$ cat config.mk
export PLATFORM = sky130hd
export DESIGN_NAME = dmem_ctrl_flat
export DESIGN_NICKNAME = d
export VERILOG_FILES = /design/src/rtl/dmem_ctrl_if.sv /design/src/rtl/dmem_ctrl.sv /design/src/flat_wrapper.sv
export SDC_FILE = /design/constraint.sdc
export NUM_CORES = 1
export LEC_CHECK = 0
export BUFFER_PORTS_ARGS = -buffer_cell sky130_fd_sc_hd__clkbuf_2
export CORE_ASPECT_RATIO = 1.75
export CORE_UTILIZATION = 35
export DETAILED_ROUTE_END_ITERATION = 6
export PLACE_DENSITY = 0.75
export SKIP_LAST_GASP = 1
export SYNTH_ARGS = -nofsm -noshare
export SYNTH_HDL_FRONTEND = slang
export SYNTH_SLANG_ARGS = --single-unit
$ cat constraint.sdc
create_clock -name clk -period 4.76 [get_ports clk]
set_input_delay 0.476 -clock clk [delete_from_list [all_inputs] [get_ports clk]]
set_output_delay 0.476 -clock clk [all_outputs]
set_load 0.02 [all_outputs]
$ cat src/rtl/dmem_ctrl_if.sv
// dmem_ctrl_if: bundles the core-side load/store signals and the memory-side
// request/response channel of the data-memory controller.
//
//   Core side   : memread, memwrite, addr, wdata -> controller
//                 rdata, stall, err               <- controller
//   Memory side : mem_req, mem_we, mem_addr, mem_wdata <- controller
//                 mem_ready, mem_rvalid, mem_rdata     -> controller
//
// Modports:
//   master : the controller (masters the memory channel, serves the core).
//   slave  : the environment (core pipeline plus memory) around the controller.
interface dmem_ctrl_if;
    // Core side
    logic        memread;
    logic        memwrite;
    logic [31:0] addr;
    logic [31:0] wdata;
    logic [31:0] rdata;
    logic        stall;
    logic        err;
    // Memory side
    logic        mem_req;
    logic        mem_we;
    logic [31:0] mem_addr;
    logic [31:0] mem_wdata;
    logic        mem_ready;
    logic        mem_rvalid;
    logic [31:0] mem_rdata;

    modport master (
        input  memread, memwrite, addr, wdata,
        input  mem_ready, mem_rvalid, mem_rdata,
        output rdata, stall, err,
        output mem_req, mem_we, mem_addr, mem_wdata
    );

    modport slave (
        output memread, memwrite, addr, wdata,
        output mem_ready, mem_rvalid, mem_rdata,
        input  rdata, stall, err,
        input  mem_req, mem_we, mem_addr, mem_wdata
    );
endinterface

$ cat src/rtl/dmem_ctrl.sv
// dmem_ctrl: data-memory access controller sitting between a core's load/store
// stage and a request/ready/rvalid memory port. One access is in flight at a
// time; the core is stalled until the access completes or is aborted.
//
// Ports:
//   clk   : sole clock, all state changes on the rising edge.
//   reset : synchronous, active-high reset.
//   bus   : dmem_ctrl_if.master
//           core side  - memread/memwrite/addr/wdata in, rdata/stall/err out
//           memory side - mem_req/mem_we/mem_addr/mem_wdata out,
//                         mem_ready/mem_rvalid/mem_rdata in
//
// Parameter:
//   TIMEOUT : number of cycles an access may spend waiting for the memory
//             (request plus response phases combined) before it is aborted.
//
// Behaviour overview:
//   Idle   - a single, word-aligned load or store is latched and issued.
//            Misaligned or simultaneous load+store requests go straight to
//            Done with err set and rdata cleared, without touching memory.
//   Req    - mem_req held high with stable fields until mem_ready.
//            Stores are posted (done at the handshake). Loads finish at the
//            handshake if mem_rvalid arrives in the same cycle, else wait.
//   WaitR  - waits for mem_rvalid and captures mem_rdata.
//   Done   - one cycle, stall low, err reflects an aborted access.
module dmem_ctrl #(
    parameter int unsigned TIMEOUT = 16
) (
    input  logic         clk,
    input  logic         reset,
    dmem_ctrl_if.master  bus
);

    // Wait counter only has to reach TIMEOUT-1.
    localparam int unsigned CntW = (TIMEOUT > 1) ? $clog2(TIMEOUT) : 1;
    localparam logic [CntW-1:0] CntMax = CntW'(TIMEOUT - 1);

    typedef enum logic [1:0] {
        StIdle,
        StReq,
        StWaitR,
        StDone
    } state_e;

    state_e            state_q, state_d;
    logic [CntW-1:0]   cnt_q, cnt_d;
    logic              mem_req_q, mem_req_d;
    logic              mem_we_q, mem_we_d;
    logic [31:0]       mem_addr_q, mem_addr_d;
    logic [31:0]       mem_wdata_q, mem_wdata_d;
    logic [31:0]       rdata_q, rdata_d;
    logic              err_q, err_d;

    logic              core_req;
    logic              bad_req;
    logic              timed_out;
    logic              abort;

    assign core_req  = bus.memread | bus.memwrite;
    // Conflicting or misaligned requests never reach the memory.
    assign bad_req   = (bus.memread & bus.memwrite) | (bus.addr[1:0] != 2'b00);
    assign timed_out = (cnt_q == CntMax);

    always_comb begin
        state_d     = state_q;
        cnt_d       = cnt_q;
        mem_req_d   = mem_req_q;
        mem_we_d    = mem_we_q;
        mem_addr_d  = mem_addr_q;
        mem_wdata_d = mem_wdata_q;
        rdata_d     = rdata_q;
        err_d       = 1'b0;
        abort       = 1'b0;

        unique case (state_q)
            StIdle: begin
                if (core_req) begin
                    if (bad_req) begin
                        abort = 1'b1;
                    end else begin
                        state_d    = StReq;
                        cnt_d      = '0;
                        mem_req_d  = 1'b1;
                        mem_we_d   = bus.memwrite;
                        mem_addr_d = bus.addr;
                        // Loads leave the previous store data in place.
                        if (bus.memwrite) begin
                            mem_wdata_d = bus.wdata;
                        end
                    end
                end
            end

            StReq: begin
                if (bus.mem_ready) begin
                    if (mem_we_q) begin
                        // Posted write: nothing comes back.
                        state_d   = StDone;
                        mem_req_d = 1'b0;
                    end else if (bus.mem_rvalid) begin
                        state_d   = StDone;
                        mem_req_d = 1'b0;
                        rdata_d   = bus.mem_rdata;
                    end else if (timed_out) begin
                        // Accepted but the response would land past the budget.
                        abort = 1'b1;
                    end else begin
                        state_d   = StWaitR;
                        mem_req_d = 1'b0;
                        cnt_d     = cnt_q + CntW'(1);
                    end
                end else if (timed_out) begin
                    abort = 1'b1;
                end else begin
                    cnt_d = cnt_q + CntW'(1);
                end
            end

            StWaitR: begin
                if (bus.mem_rvalid) begin
                    state_d = StDone;
                    rdata_d = bus.mem_rdata;
                end else if (timed_out) begin
                    abort = 1'b1;
                end else begin
                    cnt_d = cnt_q + CntW'(1);
                end
            end

            StDone: begin
                // Core inputs are ignored here; the core sees stall low and
                // retires the instruction this cycle.
                state_d = StIdle;
            end

            default: begin
                state_d = StIdle;
            end
        endcase

        if (abort) begin
            state_d   = StDone;
            mem_req_d = 1'b0;
            rdata_d   = '0;
            err_d     = 1'b1;
        end
    end

    always_ff @(posedge clk) begin
        if (reset) begin
            state_q     <= StIdle;
            cnt_q       <= '0;
            mem_req_q   <= 1'b0;
            mem_we_q    <= 1'b0;
            mem_addr_q  <= '0;
            mem_wdata_q <= '0;
            rdata_q     <= '0;
            err_q       <= 1'b0;
        end else begin
            state_q     <= state_d;
            cnt_q       <= cnt_d;
            mem_req_q   <= mem_req_d;
            mem_we_q    <= mem_we_d;
            mem_addr_q  <= mem_addr_d;
            mem_wdata_q <= mem_wdata_d;
            rdata_q     <= rdata_d;
            err_q       <= err_d;
        end
    end

    // stall is combinational so the core freezes in the very cycle it asks.
    assign bus.stall = ~reset & (((state_q == StIdle) & core_req) |
                                 (state_q == StReq) | (state_q == StWaitR));

    assign bus.rdata     = rdata_q;
    assign bus.err       = err_q;
    assign bus.mem_req   = mem_req_q;
    assign bus.mem_we    = mem_we_q;
    assign bus.mem_addr  = mem_addr_q;
    assign bus.mem_wdata = mem_wdata_q;

endmodule

$ cat src/flat_wrapper.sv
// flat-port wrapper written by rule: the top's interface ports become plain ports
module dmem_ctrl_flat 
#(
    parameter int unsigned TIMEOUT = 16
)
  (clk, reset, bus_memread, bus_memwrite, bus_addr, bus_wdata, bus_mem_ready, bus_mem_rvalid, bus_mem_rdata, bus_rdata, bus_stall, bus_err, bus_mem_req, bus_mem_we, bus_mem_addr, bus_mem_wdata);
  dmem_ctrl_if bus_i ();
  input  logic clk;
  input  logic reset;
  input wire logic [$bits(bus_i.memread)-1:0] bus_memread;
  input wire logic [$bits(bus_i.memwrite)-1:0] bus_memwrite;
  input wire logic [$bits(bus_i.addr)-1:0] bus_addr;
  input wire logic [$bits(bus_i.wdata)-1:0] bus_wdata;
  input wire logic [$bits(bus_i.mem_ready)-1:0] bus_mem_ready;
  input wire logic [$bits(bus_i.mem_rvalid)-1:0] bus_mem_rvalid;
  input wire logic [$bits(bus_i.mem_rdata)-1:0] bus_mem_rdata;
  output wire logic [$bits(bus_i.rdata)-1:0] bus_rdata;
  output wire logic [$bits(bus_i.stall)-1:0] bus_stall;
  output wire logic [$bits(bus_i.err)-1:0] bus_err;
  output wire logic [$bits(bus_i.mem_req)-1:0] bus_mem_req;
  output wire logic [$bits(bus_i.mem_we)-1:0] bus_mem_we;
  output wire logic [$bits(bus_i.mem_addr)-1:0] bus_mem_addr;
  output wire logic [$bits(bus_i.mem_wdata)-1:0] bus_mem_wdata;
  assign bus_i.memread = bus_memread;
  assign bus_i.memwrite = bus_memwrite;
  assign bus_i.addr = bus_addr;
  assign bus_i.wdata = bus_wdata;
  assign bus_i.mem_ready = bus_mem_ready;
  assign bus_i.mem_rvalid = bus_mem_rvalid;
  assign bus_i.mem_rdata = bus_mem_rdata;
  assign bus_rdata = bus_i.rdata;
  assign bus_stall = bus_i.stall;
  assign bus_err = bus_i.err;
  assign bus_mem_req = bus_i.mem_req;
  assign bus_mem_we = bus_i.mem_we;
  assign bus_mem_addr = bus_i.mem_addr;
  assign bus_mem_wdata = bus_i.mem_wdata;
  dmem_ctrl #(.TIMEOUT(TIMEOUT)) u_core (.clk(clk), .reset(reset), .bus(bus_i));
endmodule
==> results.toml, run 1 <==
[outcome]
run_status = "complete, but fails checks"
violations = "design-rule violations"

[placement]
post-dp-hpwl_um = 7440
place.gp.congestion = 0.800
port_buffers = 201
place_ws_ns = 2.03
placement.cell_area_mm2 = 0.00520

[routing]
drc = 10
ant_nets = 0
drtIter0Drc = 160
vias_per_cell = 4.86
drt_pass1_iterations = 7
wl_per_cell_um = 13.0
vias = 3856
drt_wl_total_um = 10300

[grt]
antenna_found_initial = 0
grt_pass1_vias = 3668
track_usage = 0.163
grt_overflow_total = 0
grt_pass1_wl_um = 16300
grt_max_degree = 60

[synth]
synthArstFlopShare = 0
synth_top_area_share = 0.504
ys_seq_elements = 105
ys_seq_area_frac = 0.504
yosysTopAreaCell = "dfxtp_1"
synth_top_flop_cell = "dfxtp_1"
syn_inst = 469
synth_area_per_cell_um2 = 8.90
synth_fp_nets = 576
ys_warn_count = 0
synth_edf_count = 0
yosys.cell_types.count = 53
synthTopCellsByArea = "dfxtp_1, nand2_1, a21oi_1, mux2i_1, nor3_1"
synth_area_mm2 = 0.00417

[setup_path]
crit_arrival_ns = 2.99
reg2reg_from = "u_core.state_q[1]"
r2r_setup_slack_ns = 2.05
cp-startpoint = "u_core.state_q[1]"
r2r_end = "u_core.bus.err"
crit_fanout = 36
required_ns = 5.03
ff2ff_path_depth = 6
start_kind = "flip-flop"
critPathKind = "flip-flop to flip-flop"
crit_path_end_kind = "flip-flop"
cp-endpoint = "u_core.bus.err"

[floorplan]
die-area_mm2 = 0.0124
ios = 202
rows = 52
die_h_um = 146
initial_core_util = 0.360
die_w_um = 84.6
core_area_mm2 = 0.0116

[power]
power_density_mw_per_mm2 = 447
power_leakage_nw = 2.54
ir_worst_vdd_v = 0.000218
power.total_mw = 2.45

[cts]
cts_hold_buf = 0
numCtsBuffers = 9
cts_buffer_depth = 2
htree_levels = 3
clk_latency_ns = 0.34
cts-resized-gates = 0
cts_tree = "built"
cts_setup_buffers = 0
cts.sinks = 105
clk_pin_slew_ns = 0.07
root_buffer = "clkbuf_16"

[timing]
finalWorstSetupSlack_ns = 2.05
skew_ns = 0.0131
worst_pin_slew_ns = 1.12
setup-tns-final_ns = 0
hold_viol = 0
slew_headroom = 0.253
holdWs_ns = 0.350
rsz0062_at_grt = "no"
period_minus_slack_ns = 2.71
drv_slew = 0
setup_viol = 0
fmax_mhz = 369
post-route-period-util = 0.570

[flow_run]
drv_cap = 0

[finish]
drive_gt1_frac = 0.362
fin_area_mm2 = 0.00548
syn_to_final_growth_pct = 31.2
n_antenna_cell = 0
nets = 760
fill_cells = 1163

[worst_hold_path]
hp-class = "input port to flip-flop"
## sequential cells by signal, indices dropped and copies added (netlist names)
| register | cells |
|---|---|
| u_core.bus.mem_wdata | 32 |
| u_core.bus.rdata | 32 |
| u_core.bus.mem_addr | 32 |
| u_core.bus.err | 1 |
| u_core.state_q | 2 |
| u_core.cnt_q | 4 |
| u_core.bus.mem_req | 1 |
| u_core.bus.mem_we | 1 |
## kinds of logic after synthesis
family | after synthesis | share of synthesized area
AND/OR/NAND/NOR | 185 | 0.205
flip-flops | 105 | 0.504
AO/OA/AOI/OAI | 100 | 0.145
buffers and inverters | 41 | 0.0525
multiplexers | 32 | 0.0767
adder cells (fa/ha/maj) | 5 | 0.0150
XOR/XNOR | 1 | 0.00210
## power by group
part | internal, mW | switching, mW | total, mW | leakage, nW
Sequential | 0.958 | 0.0463 | 1.00 | 0.850
Clock | 0.358 | 0.323 | 0.681 | 0.122
Combinational | 0.290 | 0.473 | 0.763 | 1.57
## cells in the final DEF, fill, tap and decap left out, types with 5 or more instances in the layout
| master | count |
|---|---|
| mux2i_1 | 32 |
| dfxtp_1 | 105 |
| ha_1 | 5 |
| clkbuf_2 | 200 |
| nor3_2 | 10 |
| clkbuf_16 | 9 |
| inv_1 | 7 |
| buf_4 | 7 |
| nand2_1 | 127 |
| nor2_1 | 6 |
| nor3_1 | 22 |
| a21oi_1 | 67 |
## cells in the mapped netlist (all sizes together), types with 2 or more instances
cell / n
a211oi: 2
a21oi: 67
a31o: 2
a31oi: 3
a32oi: 2
and3: 3
buf: 14
clkbuf: 18
dfxtp: 105
ha: 5
inv: 7
mux2i: 32
nand2: 127
nand2b: 3
nand3: 3
nand4: 2
nand4b: 2
nor2: 6
nor3: 32
o211ai: 4
o21a: 2
o21ai: 4
o32ai: 2
or2b: 2
## stage by stage
step,instances,util
6_report,793,0.473
3_3_place_gp,777,0.449
3_5_place_dp,777,0.449
4_1_cts,793,0.473
5_1_grt,793,0.473
2_1_floorplan,469,-
## worst min-delay path by stage
| stage | to | cells after the start | slack [ns] | from |
|---|---|---|---|---|
| floorplan | u_core.cnt_q[2] | 2 | 0.51 | u_core.cnt_q[2] |
| global placement | u_core.bus.mem_wdata[29] | 2 | 0.44 | u_core.bus.mem_wdata[29] |
| detailed placement | u_core.bus.mem_addr[21] | 2 | 0.45 | u_core.bus.mem_addr[21] |
| CTS | u_core.bus.mem_addr[18] | 3 | 0.33 | bus_addr[18] |
| global route | u_core.bus.mem_addr[15] | 3 | 0.34 | bus_addr[15] |
| finish | u_core.bus.mem_addr[6] | 3 | 0.35 | bus_addr[6] |
## routing by layer
layer  share of wire  GRT usage
met2            0.54      0.320
met4          0.0067     0.0517
met3           0.066     0.0390
met1            0.38      0.165
met5               0          0
## worst max-delay path, cell delays in order, from the launching register on
cell and delay, ns:
dfxtp_1 0.35, inv_1 0.09, ha_1 0.35, or3b_4 0.43, a31o_1 0.22, a31oi_4 0.91, and2_2 0.27
## cell type report
| cell class | instances | area [µm²] | area share |
|---|---|---|---|
| Sequential cell | 105 | 2100 | 0.384 |
| Multi-Input combinational cell | 323 | 1850 | 0.338 |
| Timing Repair Buffer | 207 | 1050 | 0.192 |
| Clock buffer | 11 | 233 | 0.0425 |
| Tap cell | 135 | 169 | 0.0308 |
| Clock inverter | 5 | 40.0 | 0.00731 |
| Inverter | 7 | 26.3 | 0.00480 |
Note: power is estimated with default switching activity, not from simulation.
==> inputs of run 2 (changes only) <==
- clock period: 4.76 -> 2.75 ns (I/O delays scaled with it)
==> run 2 against run 1 <==
The run still ends with design-rule violations left. Combinational power up 81%. First-iteration DRC count rose by 42%. Non-clock buffer count up 2. Cell count is 0.25% higher. Register-to-register slack lost 1.6 ns.
==> results.toml, run 2 (synthesized netlist as in run 1, its figures left out) <==
[finish]
layout_common_cells = "clkbuf_2, nand2_1, dfxtp_1, a21oi_1, mux2i_1"
n_antenna_cell = 0
final_common_cell = "clkbuf_2"
fin_area_mm2 = 0.00558
drive_gt1_frac = 0.367
fin_util = 0.481
final_cell_count_no_fill = 795
syn_to_final_growth_pct = 33.6
nets = 762

[setup_path]
crit_buf_inv = 2
cp-startpoint = "u_core.state_q[1]"
slowest_stage = "or3b_4"
path_cells = "inv_1 > ha_1 > or3b_4 > a31o_1 > a31oi_4 > buf_12 > nor3_1"
crit_path_end_kind = "flip-flop"
start_kind = "flip-flop"
slowest_delay_ns = 0.44
crit_family = "compound AO/OA/AOI/OAI gates"
reg2reg_from = "u_core.state_q[1]"
required_ns = 2.96
critPathKind = "flip-flop to flip-flop"
crit_arrival_ns = 2.47
crit_fanout = 29

[routing]
drt_pass1_iterations = 6
vias = 3870
vias_per_cell = 4.87
ant_nets = 0
drc = 10
wl_per_cell_um = 13.1
drtIter0Drc = 227
drt_wl_total_um = 10500

[floorplan]
ios = 202
die-area_mm2 = 0.0124
core_area_mm2 = 0.0116
die_w_um = 84.6
rows = 52
die_h_um = 146
initial_core_util = 0.360

[cts]
cts_tree = "built"
cts_buffer_depth = 2
clk_latency_ns = 0.35
htree_levels = 3
cts.sinks = 105
clk_pin_slew_ns = 0.08
cts-resized-gates = 0
cts_setup_buffers = 0
numCtsBuffers = 9
root_buffer = "clkbuf_16"
cts_hold_buf = 0

[timing]
period_minus_slack_ns = 2.27
skew_ns = 0.00793
worst_pin_slew_ns = 0.643
finalWorstSetupSlack_ns = 0.482
hold_viol = 0
slew_headroom = 0.566
post-route-period-util = 0.825
fmax_mhz = 441
setup-tns-final_ns = 0
setup_viol = 0
drv_slew = 0
rsz0062_at_grt = "no"

[power]
ir_worst_vdd_v = 0.000327
pwr-share-seq = 0.382
power_density_mw_per_mm2 = 816
p_comb_frac = 0.303
p_switching_mw = 1.52
intPower_mw = 3.02
power_leakage_nw = 2.60
swShare = 0.335
pwr-share-clk = 0.314

[placement]
place_ws_ns = 0.477
port_buffers = 201
placedCellCount = 779
place.gp.congestion = 0.790
placement.cell_area_mm2 = 0.00524
post-dp-hpwl_um = 7600

[outcome]
run_status = "complete, but fails checks"
violations = "design-rule violations"

[grt]
track_usage = 0.167
grt_overflow_total = 0
grt_pass1_wl_um = 16600
antenna_found_initial = 0
grt_max_degree = 55
grt_pass1_vias = 3585

[worst_hold_path]
hp-class = "input port to flip-flop"
hp-start = "bus_addr[29]"

[flow_run]
drv_cap = 0
[run 2: metrics by stage]
step	total power [mW]	hold slack, ns
finish	4.55	0.136
global route	4.79	0.128
detailed placement	3.17	0.445
CTS	4.61	0.124
global placement	3.15	0.441
floorplan	2.80	0.411
[run 2: worst paths after layout]
path / slack [ns] / to / cells past startpoint
worst min-delay path: 0.14 / u_core.bus.mem_addr[29] / 3
worst max-delay path: 0.48 / u_core.bus.rdata[20] / 7
worst min register to register: 0.45 / u_core.bus.mem_addr[6] / 2
worst max register to register: 0.48 / u_core.bus.rdata[20] / 7
[run 2: worst min-delay path, delay by kind of cell]
family	cells	cell delay [ns]
buffers and inverters	1	0.08
AO/OA/AOI/OAI	1	0.05
AND/OR/NAND/NOR	1	0.04
[run 2: power by group through the flow]
stage               Clock, mW  Sequential [mW]  Combinational [mW]
floorplan                   0             1.91               0.896
global placement            0             1.77                1.38
detailed placement          0             1.78                1.39
CTS                      1.48             1.74                1.39
global route             1.53             1.76                1.50
finish                   1.43             1.74                1.38
[run 2: layer usage]
metal	wire (µm)	vias to the layer above	GRT usage
met5	0	-	0
met4	184	0	0.0627
met3	723	14	0.0497
met2	5600	139	0.315
met1	3940	1744	0.170
li1	-	1973	-
[run 2: cell type report]
| type | instances | area (µm²) |
|---|---|---|
| well taps | 135 | 169 |
| flip-flops and latches | 105 | 2100 |
| clock inverters | 7 | 106 |
| inverters | 7 | 26.3 |
| fillers | 1183 | 6010 |
| repair buffers | 209 | 1090 |
| clock buffers | 9 | 225 |
| multi-input cells | 323 | 1850 |
==> inputs of run 3 (changes only) <==
- clock period: 2.75 -> 2.18 ns (I/O delays scaled with it)
==> run 3 against run 2 <==
The flow still finishes with violations (design-rule violations). Register-to-register slack got worse by 0.30 ns. Flip-flop and latch count unchanged. Core utilization fell by 0.19 points. Die area is the same. Clock-buffer cell count up 1. Hold slack got worse by 0.049 ns. Cell count rose by 0.50%. Critical path type unchanged. Routed wire length shrank 0.20%.
==> results.toml, run 3 (synthesized netlist as in run 1, its figures left out) <==
[outcome]
run_status = "complete, but fails checks"
violations = "design-rule violations"

[grt]
grt_use_met2 = 0.324
antenna_found_initial = 0
grt_max_degree = 67
gr-usage-met1 = 0.162
grt_util_met3 = 0.0452
grt_pass1_wl_um = 16700
grt_pass1_vias = 3684
grt_overflow_total = 0
grt-busiest-layer = "met2"
track_usage = 0.166

[timing]
fmax_mhz = 499
skew_ns = 0.0103
hold_viol = 0
slew_headroom = 0.488
holdWs_ns = 0.0864
worst_pin_slew_ns = 0.758
post-route-period-util = 0.919
setup_viol = 0
period_minus_slack_ns = 2.00
setup-tns-final_ns = 0
drv_slew = 0
finalWorstSetupSlack_ns = 0.177
rsz0062_at_grt = "no"

[placement]
place.gp.congestion = 0.832
placedCellCount = 783
post-dp-hpwl_um = 7740
port_buffers = 201
placement.cell_area_mm2 = 0.00527
place_ws_ns = 0.198

[power]
power_leakage_nw = 2.59
ir_worst_vdd_v = 0.000398
power.total_mw = 5.51
power_density_mw_per_mm2 = 991

[finish]
final_common_cell = "clkbuf_2"
final_cell_count_no_fill = 799
drive_gt1_frac = 0.369
nets = 766
syn_to_final_growth_pct = 33.0
n_antenna_cell = 0
fin_util = 0.479
layout_common_cells = "clkbuf_2, nand2_1, dfxtp_1, a21oi_1, mux2i_1"
fin_area_mm2 = 0.00555

[setup_path]
crit_path_end_kind = "flip-flop"
required_ns = 2.40
crit_fanout = 8
critPathKind = "flip-flop to flip-flop"
crit_arrival_ns = 2.23
r2r_setup_slack_ns = 0.18
start_kind = "flip-flop"

[cts]
cts.sinks = 105
clk_pin_slew_ns = 0.08
htree_levels = 3
numCtsBuffers = 9
cts-resized-gates = 0
root_buffer = "clkbuf_16"
cts_setup_buffers = 0
clk_latency_ns = 0.34
cts_buffer_depth = 2
cts_hold_buf = 0
cts_tree = "built"

[routing]
drt_pass1_iterations = 7
wl_per_cell_um = 13.1
drc = 10
drtIter0Drc = 172
drt_wl_total_um = 10400
ant_nets = 0
vias = 3848
vias_per_cell = 4.82

[flow_run]
drv_cap = 0

[floorplan]
core_area_mm2 = 0.0116
die-area_mm2 = 0.0124
initial_core_util = 0.360
die_h_um = 146
die_w_um = 84.6
rows = 52
ios = 202

[worst_hold_path]
hp-class = "input port to flip-flop"
run 3: cell types whose count changed in the layout (fill, tap and decap cells not counted):
cell | before | now
bufinv_16 | 2 | 0
clkinvlp_4 | 0 | 1
inv_6 | 4 | 2
clkbuf_1 | 0 | 1
clkinv_4 | 0 | 1
clkinv_2 | 0 | 1
buf_4 | 7 | 11
run 3: metal layers:
metal	share of wire	up-vias	wire, µm
li1	-	1982	-
met1	0.37	1720	3910
met2	0.54	131	5620
met3	0.066	15	687
met4	0.020	0	212
met5	0	-	0
run 3: critical path, cell delays in order (launching register included):
cell and delay, ns:
dfxtp_1 0.41, inv_1 0.09, ha_1 0.20, or2b_1 0.30, a31o_1 0.23, a31oi_4 0.11
buf_4 0.22, o31a_2 0.33
run 3: final timing paths:
kind	from	end	cells after the start
min	bus_addr[26]	u_core.bus.mem_addr[26]	3
max reg2reg	u_core.state_q[1]	u_core.state_q[1]	7
min reg2reg	u_core.bus.mem_addr[31]	u_core.bus.mem_addr[31]	2
max	u_core.state_q[1]	u_core.state_q[1]	7
run 3: cell type report:
| class | instances | area [µm²] |
|---|---|---|
| sequential | 105 | 2100 |
| tap | 135 | 169 |
| clock buffer | 10 | 229 |
| fill | 1175 | 6030 |
| timing repair buffer | 213 | 1120 |
| multi-input combinational | 323 | 1850 |
| clock inverter | 6 | 50.0 |
| inverter | 7 | 26.3 |
run 3: report_power, final:
| part | internal (mW) | switching, mW |
|---|---|---|
| clock | 0.792 | 0.735 |
| sequential | 2.09 | 0.103 |
| combinational | 0.731 | 1.05 |
| total | 3.61 | 1.89 |
